File: src/rtl/ps2_spectrum_matrix.sv
// ps2_spectrum_matrix: PS/2 set-2 receiver maintaining a ZX Spectrum
// 8x5 key matrix, read back through the ULA port FE row select.
module ps2_spectrum_matrix #(
  parameter int c_filter_len = 8,
  parameter int c_timeout    = 25000
) (
  input  logic       clk,
  input  logic       reset_n,
  input  logic       ps2_clk,
  input  logic       ps2_data,
  input  logic [7:0] addr_hi,
  output logic [4:0] kbd_data,
  output logic       key_strobe,
  output logic [7:0] key_code,
  output logic       parity_err,
  output logic       reset_req
);

  localparam int FW = $clog2(c_filter_len + 1);
  localparam int TW = $clog2(c_timeout + 1);

  typedef enum logic [1:0] {
    IDLE,
    SHIFT,
    PARITY,
    STOP
  } rx_state_e;

  logic [1:0]    csync_q, dsync_q;
  logic          filt_q, filt_d;
  logic [FW-1:0] fcnt_q, fcnt_d;
  logic          clk_edge, fall, din;

  rx_state_e     state_q, state_d;
  logic [2:0]    bcnt_q, bcnt_d;
  logic [7:0]    sh_q, sh_d;
  logic          par_q, par_d;
  logic [TW-1:0] tcnt_q, tcnt_d;
  logic [7:0]    code_q, code_d;
  logic          strobe_q, strobe_d;
  logic          perr_q, perr_d;

  logic [7:0][4:0] mat_q, mat_d, eff;
  logic          ext_q, ext_d, brk_q, brk_d;
  logic          bksp_q, bksp_d, left_q, left_d;
  logic          down_q, down_d, up_q, up_d;
  logic          right_q, right_d, rst_q, rst_d;
  logic [6:0]    m;
  logic [4:0]    kbd_d;

  // Map entry: {hit, row[2:0], col[2:0]}
  function automatic logic [6:0] map_key(input logic [7:0] c);
    logic [6:0] r;
    r = '0;
    case (c)
      8'h12, 8'h59: r = 7'h40;
      8'h1A: r = 7'h41;
      8'h22: r = 7'h42;
      8'h21: r = 7'h43;
      8'h2A: r = 7'h44;
      8'h1C: r = 7'h48;
      8'h1B: r = 7'h49;
      8'h23: r = 7'h4A;
      8'h2B: r = 7'h4B;
      8'h34: r = 7'h4C;
      8'h15: r = 7'h50;
      8'h1D: r = 7'h51;
      8'h24: r = 7'h52;
      8'h2D: r = 7'h53;
      8'h2C: r = 7'h54;
      8'h16: r = 7'h58;
      8'h1E: r = 7'h59;
      8'h26: r = 7'h5A;
      8'h25: r = 7'h5B;
      8'h2E: r = 7'h5C;
      8'h45: r = 7'h60;
      8'h46: r = 7'h61;
      8'h3E: r = 7'h62;
      8'h3D: r = 7'h63;
      8'h36: r = 7'h64;
      8'h4D: r = 7'h68;
      8'h44: r = 7'h69;
      8'h43: r = 7'h6A;
      8'h3C: r = 7'h6B;
      8'h35: r = 7'h6C;
      8'h5A: r = 7'h70;
      8'h4B: r = 7'h71;
      8'h42: r = 7'h72;
      8'h3B: r = 7'h73;
      8'h33: r = 7'h74;
      8'h29: r = 7'h78;
      8'h14: r = 7'h79;
      8'h3A: r = 7'h7A;
      8'h31: r = 7'h7B;
      8'h32: r = 7'h7C;
      default: r = '0;
    endcase
    return r;
  endfunction

  function automatic logic [6:0] map_ext(input logic [7:0] c);
    logic [6:0] r;
    r = '0;
    case (c)
      8'h14: r = 7'h79;
      8'h5A: r = 7'h70;
      default: r = '0;
    endcase
    return r;
  endfunction

  assign din = dsync_q[1];

  always_comb begin
    filt_d   = filt_q;
    fcnt_d   = '0;
    clk_edge = 1'b0;
    fall     = 1'b0;
    if (csync_q[1] != filt_q) begin
      if (fcnt_q == FW'(c_filter_len - 1)) begin
        filt_d   = ~filt_q;
        clk_edge = 1'b1;
        fall     = filt_q;
      end else begin
        fcnt_d = fcnt_q + FW'(1);
      end
    end
  end

  always_comb begin
    state_d  = state_q;
    bcnt_d   = bcnt_q;
    sh_d     = sh_q;
    par_d    = par_q;
    code_d   = code_q;
    strobe_d = 1'b0;
    perr_d   = 1'b0;
    if (clk_edge || state_q == IDLE) begin
      tcnt_d = '0;
    end else begin
      tcnt_d = tcnt_q + TW'(1);
    end
    // An edge clears the timeout, so it wins over an abort
    if (!clk_edge && state_q != IDLE &&
        tcnt_q >= TW'(c_timeout - 1)) begin
      state_d = IDLE;
    end
    if (fall) begin
      unique case (state_q)
        IDLE: begin
          if (!din) begin
            state_d = SHIFT;
            bcnt_d  = '0;
          end
        end
        SHIFT: begin
          sh_d   = {din, sh_q[7:1]};
          bcnt_d = bcnt_q + 3'd1;
          if (bcnt_q == 3'd7) state_d = PARITY;
        end
        PARITY: begin
          par_d   = din;
          state_d = STOP;
        end
        STOP: begin
          if (din && (^sh_q ^ par_q)) begin
            code_d   = sh_q;
            strobe_d = 1'b1;
          end else begin
            perr_d = 1'b1;
          end
          state_d = IDLE;
        end
      endcase
    end
  end

  always_comb begin
    mat_d   = mat_q;
    ext_d   = ext_q;
    brk_d   = brk_q;
    bksp_d  = bksp_q;
    left_d  = left_q;
    down_d  = down_q;
    up_d    = up_q;
    right_d = right_q;
    rst_d   = rst_q;
    m = ext_q ? map_ext(code_q) : map_key(code_q);
    if (strobe_q) begin
      if (code_q == 8'hE0) begin
        ext_d = 1'b1;
      end else if (code_q == 8'hF0) begin
        brk_d = 1'b1;
      end else begin
        ext_d = 1'b0;
        brk_d = 1'b0;
        if (!ext_q) begin
          if (code_q == 8'h66) bksp_d = ~brk_q;
          if (code_q == 8'h07) rst_d = ~brk_q;
        end else begin
          case (code_q)
            8'h6B: left_d = ~brk_q;
            8'h72: down_d = ~brk_q;
            8'h75: up_d = ~brk_q;
            8'h74: right_d = ~brk_q;
            default: ;
          endcase
        end
        if (m[6]) mat_d[m[5:3]][m[2:0]] = ~brk_q;
      end
    end
  end

  // Composites press CAPS plus a digit on top of the direct bits
  always_comb begin
    logic col;
    eff = mat_q;
    eff[0][0] = mat_q[0][0] | bksp_q | left_q |
                down_q | up_q | right_q;
    eff[4][0] = mat_q[4][0] | bksp_q;
    eff[3][4] = mat_q[3][4] | left_q;
    eff[4][4] = mat_q[4][4] | down_q;
    eff[4][3] = mat_q[4][3] | up_q;
    eff[4][2] = mat_q[4][2] | right_q;
    kbd_d = '1;
    for (int c = 0; c < 5; c++) begin
      col = 1'b0;
      for (int r = 0; r < 8; r++) begin
        if (!addr_hi[r]) col = col | eff[r][c];
      end
      kbd_d[c] = ~col;
    end
  end

  always_ff @(posedge clk or negedge reset_n) begin
    if (!reset_n) begin
      csync_q  <= 2'b11;
      dsync_q  <= 2'b11;
      filt_q   <= 1'b1;
      fcnt_q   <= '0;
      state_q  <= IDLE;
      bcnt_q   <= '0;
      sh_q     <= '0;
      par_q    <= 1'b0;
      tcnt_q   <= '0;
      code_q   <= '0;
      strobe_q <= 1'b0;
      perr_q   <= 1'b0;
    end else begin
      csync_q  <= {csync_q[0], ps2_clk};
      dsync_q  <= {dsync_q[0], ps2_data};
      filt_q   <= filt_d;
      fcnt_q   <= fcnt_d;
      state_q  <= state_d;
      bcnt_q   <= bcnt_d;
      sh_q     <= sh_d;
      par_q    <= par_d;
      tcnt_q   <= tcnt_d;
      code_q   <= code_d;
      strobe_q <= strobe_d;
      perr_q   <= perr_d;
    end
  end

  always_ff @(posedge clk or negedge reset_n) begin
    if (!reset_n) begin
      mat_q   <= '0;
      ext_q   <= 1'b0;
      brk_q   <= 1'b0;
      bksp_q  <= 1'b0;
      left_q  <= 1'b0;
      down_q  <= 1'b0;
      up_q    <= 1'b0;
      right_q <= 1'b0;
      rst_q   <= 1'b0;
    end else begin
      mat_q   <= mat_d;
      ext_q   <= ext_d;
      brk_q   <= brk_d;
      bksp_q  <= bksp_d;
      left_q  <= left_d;
      down_q  <= down_d;
      up_q    <= up_d;
      right_q <= right_d;
      rst_q   <= rst_d;
    end
  end

  assign kbd_data   = kbd_d;
  assign key_strobe = strobe_q;
  assign key_code   = code_q;
  assign parity_err = perr_q;
  assign reset_req  = rst_q;

endmodule

File: config.mk
export PLATFORM = sky130hd
export DESIGN_NAME = ps2_spectrum_matrix
export DESIGN_NICKNAME = d
export VERILOG_FILES = /design/src/rtl/ps2_spectrum_matrix.sv
export SDC_FILE = /design/constraint.sdc
export NUM_CORES = 1
export LEC_CHECK = 0
export BUFFER_PORTS_ARGS = -buffer_cell sky130_fd_sc_hd__clkbuf_2
export CAP_MARGIN = 40
export CORE_UTILIZATION = 25
export DETAILED_ROUTE_END_ITERATION = 8
export SLEW_MARGIN = 20
export SYNTH_ARGS = -nofsm -noshare
export SYNTH_HDL_FRONTEND = slang
export SYNTH_SLANG_ARGS = --single-unit
File: constraint.sdc
create_clock -name clk -period 3.05 [get_ports clk]
set_input_delay 0.61 -clock clk [delete_from_list [all_inputs] [get_ports clk]]
set_output_delay 0.61 -clock clk [all_outputs]
set_load 0.05 [all_outputs]
=== After elaboration in Yosys (flattened, before gate mapping) ===
Memories as Yosys holds them, arrays and structs flattened.
Cells that the tools add are included.

* Add/subtract/negate cells: 3
* Magnitude comparators: 5
* Eq/ne operators: 18
* Muxes and demuxes: 71
* Bitwise gates (word level): 56
* Reductions and logical operators: 25

{| class="wikitable"
|+ Operator list
! kind !! number
|-
| two-way mux 1 bit || 54
|-
| == test 8 x 7 -> 1 bit, second input constant || 6
|-
| OR 1 bit || 45
|-
| bitwise mux 40 bit || 1
|-
| AND reduction 5 bit || 6
|-
| == test 8 bit, second input constant || 2
|-
| adder 15 x 1 -> 15 bit, second input constant || 1
|-
| demux 5 bit (select 3 bit) || 1
|-
| greater-or-equal comparator 15 bit, second input constant || 1
|-
| two-way mux 15 bit || 1
|-
| two-way mux 7 bit || 2
|-
| case mux 7 bit (2 select lines) || 1
|-
| inverter 1 bit || 10
|-
| AND reduction 2 bit || 5
|-
| == test 8 x 3 -> 1 bit, second input constant || 1
|-
| == test 8 x 5 -> 1 bit, second input constant || 1
|-
| < comparator 3 x 4 -> 1 bit, second input constant || 2
|-
| two-way mux 2 bit || 4
|-
| two-way mux 4 bit || 2
|-
| case mux 2 bit (4 select lines) || 1
|-
| parity 8 bit || 1
|-
| greater-or-equal comparator 3 x 1 -> 1 bit, second input constant || 2
|-
| case mux 3 bit (2 select lines) || 1
|-
| AND reduction 3 bit || 2
|-
| 18 further kinds || 25
|}

* Flip-flop bits (word level): 96
* Bits in read-only memories: 896
* Bits of input ports: 12
* Output and inout bits: 16
* Word-level logic and storage cells: 207
* Memories: 1

{| class="wikitable"
|+ Memory list
! name !! words !! bits a word !! rd ports !! clocked after Yosys merged registers in !! wr ports !! RTL line !! text
|-
| (no name shown) || 128 || 7 || 1 || 0 || 0 || 55 || <nowiki>case (c)</nowiki>
|}

=== Longest topological paths before layout ===
* Depth after elaboration: 21
* Gate-level depth with buffers: 11
* Mapped depth without buffers: 9

=== Worst setup path before layout ===
OpenSTA, ideal clock, no wires.

* Path type: input to output
* Start: input port addr_hi[6]
* End: output port kbd_data[3]
* Arrival: 3.380 ns
* Required time: 2.440 ns
* Path slack: -0.940 ns
* Stages: 4
* Buffers on the path: 0
* Cells stage by stage: inv_1 a221oi_1 o21ai_0 a2111oi_0

* Longest elaborated chain between the ends: 4

{| class="wikitable"
|+ RTL lines
! item !! RTL line !! text
|-
| from (decl) || 11 || <nowiki>input logic [7:0] addr_hi,</nowiki>
|-
| two-way mux 1 bit (*) || 229 || <nowiki>if (!addr_hi[r]) col = col | eff[r][c];</nowiki>
|-
| OR 1 bit || 229 ||
|-
| two-way mux 1 bit (*) || 229 ||
|-
| inverter 1 bit (*) || 231 || <nowiki>kbd_d[c] = ~col;</nowiki>
|-
| to (decl) || 12 || <nowiki>output logic [4:0] kbd_data,</nowiki>
|}

Mark *: on every way between the ends. The rest lies on a longest branch, timed or not.

=== Worst setup path after layout ===
* Start: register code_q[0], in the netlist key_code[0]
* End: register mat_q, in the netlist eff[39]

* Longest elaborated chain between the ends: 10
* Elaborated cells on any way between the ends: 22
* Those cells by class: order compare (4); eq/ne (4); mux (8); bitwise (2); reduce/logical (3); memory (1)

{| class="wikitable"
|+ RTL lines
! item !! RTL line !! text
|-
| from (decl) || 39 || <nowiki>logic [7:0] code_q, code_d;</nowiki>
|-
| from (signal assigned) || 259 || <nowiki>code_q <= code_d;</nowiki>
|-
| memory read (128 x 7 bit) (tied with other cells) || -- ||
|-
| two-way mux 7 bit or case mux 7 bit (2 select lines) (tied branches) || 55, 104 ||
|-
| two-way mux 7 bit || 188 || <nowiki>m = ext_q ? map_ext(code_q) : map_key(code_q);</nowiki>
|-
| < comparator 3 x 4 -> 1 bit (not written as such) or greater-or-equal comparator 3 x 1 -> 1 bit (tied branches) || 209 || <nowiki>if (m[6]) mat_d[m[5:3]][m[2:0]] = ~brk_q;</nowiki>
|-
| logical AND 1 bit (not written as such) || 209 ||
|-
| two-way mux 1 bit (not written as such) || 209 ||
|-
| demux 1 bit (select 3 bit) || 209 ||
|-
| two-way mux 5 bit (not written as such) || 209 ||
|-
| demux 5 bit (select 3 bit) || 209 ||
|-
| bitwise mux 40 bit || 209 ||
|-
| to (signal assigned) || 277 || <nowiki>mat_q <= mat_d;</nowiki>
|-
| to (decl) || 43 || <nowiki>logic [7:0][4:0] mat_q, mat_d, eff;</nowiki>
|}

Several ways; a longest one is shown, not always the timed one.
A chain may end at the register's enable or synchronous reset.

==> flow_summary_export.csv <==
group,metric,value,unit
finish,fin_nets,627,
floorplan,die_area,23500,µm²
finish,final_common_cell,"dfrtp_1",
finish,layout-drive-gt1-share,25.74,%
cts,cts_tree,"yes",
timing,hold_viol,0,
global_routing,grt_pass1_vias,4329,
setup_path,crit_type,"reg -> reg",
finish,syn_to_final_growth,17.38,%
floorplan,row_count,54,
drt,drt.antenna.violating_nets,0,
synthesis,synth-async-reset-ratio,100.0,%
drt,routedWlPerCell,15.11,µm
timing,layout_setup_ws,0.1521,ns
cts,clockRootBuffer,"clkbuf_16",
synthesis,synth_warnings,0,
synthesis,netlist_instances,555,
timing,slew_viol_final,0,
global_routing,grt_first_pass_wirelength,22840,µm
synthesis,synth_area,5723,µm²
cts,clock_sinks,96,
drt,route.detailed.drc,0,
pwr,power_density,384.7,nW/µm²
timing,rsz0062_at_grt,"no",
synthesis,avgSynthCellArea,10.31,µm²
status,outcome,"finished clean",
drt,via_per_inst,4.793,
cts,clock_path_buffers,2,
timing,finClkSkew,0.01032,ns
cts,cts-htree-levels,3,
synthesis,synth_seq_area_share,42.09,%
drt,wirelength,13450,µm
pwr,power.leakage,2.875,nW
placement,dp_hpwl,9849,µm
job,max_cap_violations,0,
timing,tightest_slew,0.8088,ns
floorplan,pin_count,28,
placement,post-place-ws,-0.007531,ns
global_routing,grt_max_degree,55,
floorplan,die_w,153.3,µm
floorplan,start_util,25.82,%
drt,vias,4266,
timing,post-route-period-util,95.01,%
timing,max_freq,0.3451,GHz
setup_path,startpoint_type,"register",
hold_path,holdCritPathClass,"in -> async",
global_routing,grt_overflow,0,
synthesis,yosysUniqueCellTypes,83,
synthesis,synth_area_leaders,"dfrtp_1 40%, mux2i_1 6.6%, mux2_2 3.3%",
global_routing,grt_antenna_before_repair,0,
timing,hold_ws,0.3210,ns
synthesis,yosys.area.top_type_share,39.79,%
timing,setup_viol,0,
synthesis,ys_ff_latch,96,
global_routing,grt_usage,12.10,%
timing,min_period,2.898,ns
finish,antenna_cells,0,
pwr,ir_drop,0.2766,mV
floorplan,die_h,153.3,µm
cts,clk_latency,0.34,ns
drt,drt_iter0_markers,266,
setup_path,cp.arrival,3.17,ns
setup_path,critPathRequiredTime,3.32,ns
finish,most-common-layout-cells,"89 x dfrtp_1, 49 x inv_1, 38 x nor2_1, 38 x mux2i_1, 38 x buf_4",
placement,port_buffers,27,
timing,slew_headroom,46.08,%
setup_path,crit_fanout,7,
cts,cts_buffers,9,
synthesis,syn_nets,577,
drt,first_pass_iters,4,
floorplan,coreArea,22160,µm²
synthesis,yosys.area.top_type,"dfrtp_1",
cts,clkTransAtPathRegs,0.07,ns
finish,finish.utilization,30.31,%
synthesis,synth_ff_type,"dfrtp_1",
timing,fin_setup_tns,0,ns
placement,place_congestion,0.8898,
setup_path,critPathCaptureType,"register",
synthesis,synth-edff-count,0,
## worst max-delay path, cell delays in order (launching register included)
cell,delay (ns)
dfrtp_2,0.45
buf_4,0.17
ha_1,0.26
and2_1,0.22
or4_1,0.41
o221ai_1,0.13
a221o_2,0.26
or3b_1,0.38
buf_4,0.19
nor2_1,0.18
mux2i_1,0.20
## area by class of cell
class	count	area, µm²
multi-input combinational	382	3008
sequential	96	2411
clock buffer	10	229.0
inverter	49	183.9
timing repair buffer	67	462.9
fill	2311	15440
clock inverter	6	72.57
tap	280	350.3
## stage by stage
stage	total power (W)	std cells	cell area, µm²
final	0.002584	890	6718
after global routing	0.002686	890	6718
after CTS	0.002621	886	6639
after detailed placement	0.001447	869	6330
after global placement	0.001445	869	6321
after floorplan	0.001388	555	5732
## flip-flops by register name (all words and copies together) (netlist names), 2 cells and up
register / cells
tcnt_q: 15
sh_q: 8
state_q: 2
fcnt_q: 4
mat_q: 6
csync_q: 2
key_code: 8
eff: 34
bcnt_q: 3
dsync_q: 2
## worst paths after layout
path	cells past startpoint	slack [ns]	endpoint	start
worst max-delay path	10	0.15	eff[39]$_DFFE_PN0P_	key_code[0]$_DFFE_PN0P_
worst min-delay path	1	0.32	eff[11]$_DFFE_PN0P_	reset_n
worst max register to register	10	0.15	eff[39]$_DFFE_PN0P_	key_code[0]$_DFFE_PN0P_
worst min register to register	0	0.36	dsync_q[1]$_DFF_PN1_	dsync_q[0]$_DFF_PN1_
max in group asynchronous	2	1.97	eff[1]$_DFFE_PN0P_	reset_n
min in group clk	1	0.35	csync_q[0]$_DFF_PN1_	ps2_clk
## logic make-up (layout without fill, tap and decap cells)
kind of cell | Yosys count | count (layout) | share of synthesized area, %
xor gates and xnor gates | 23 | 23 | 3.520
AOI/OAI and AO/OA | 102 | 102 | 13.55
muxes | 60 | 60 | 11.70
DFF | 96 | 96 | 42.09
buffers and inverters | 77 | 132 | 6.340
adders and majority gates | 10 | 10 | 2.186
and+or+nand+nor | 187 | 187 | 20.62
## routing by layer
layer | GRT usage (%) | wire length (µm) | vias up
met4 | 3.127 | 156 | 0
met3 | 2.807 | 516 | 11
met2 | 18.50 | 5999 | 80
met1 | 17.02 | 6775 | 2072
met5 | 0 | 0 | -
li1 | - | - | 2103
## power by group
part	leakage [nW]	switching [W]	internal [W]	total (W)
logic	1.41	0.0000627	0.0000365	0.0000992
registers	1.32	0.0000174	0.00130	0.00132
clock network	0.150	0.000515	0.000650	0.00117
total	2.87	0.000595	0.00199	0.00258
## synth_stat cells, types with 4 or more instances
cell       n
dfrtp_1   91
inv_1     49
mux2i_1   38
nor2_1    38
nand2_1   28
nand3_1   26
o21ai_0   18
mux2_2    17
nor3_2    16
o22ai_1   14
xnor2_1   13
ha_1      10
xor2_1    10
clkbuf_1   9
a21oi_1    8
buf_2      8
nor3_1     8
buf_6      7
nand2b_1   7
nand4_1    7
nor2b_1    7
o31ai_1    7
and3_1     6
dfstp_2    5
a221oi_1   4
and4_1     4
nor3b_1    4
nor3b_2    4
nor4_1     4
o21ai_1    4
o41ai_1    4
## timing repair
item,in CTS,in global routing
buffers inserted,1,3
setup endpoints to repair,1,6
hold endpoints to repair,0,0
resized for setup,0,5
hold buffers,0,0
Note: power is estimated with default switching activity, not from simulation.
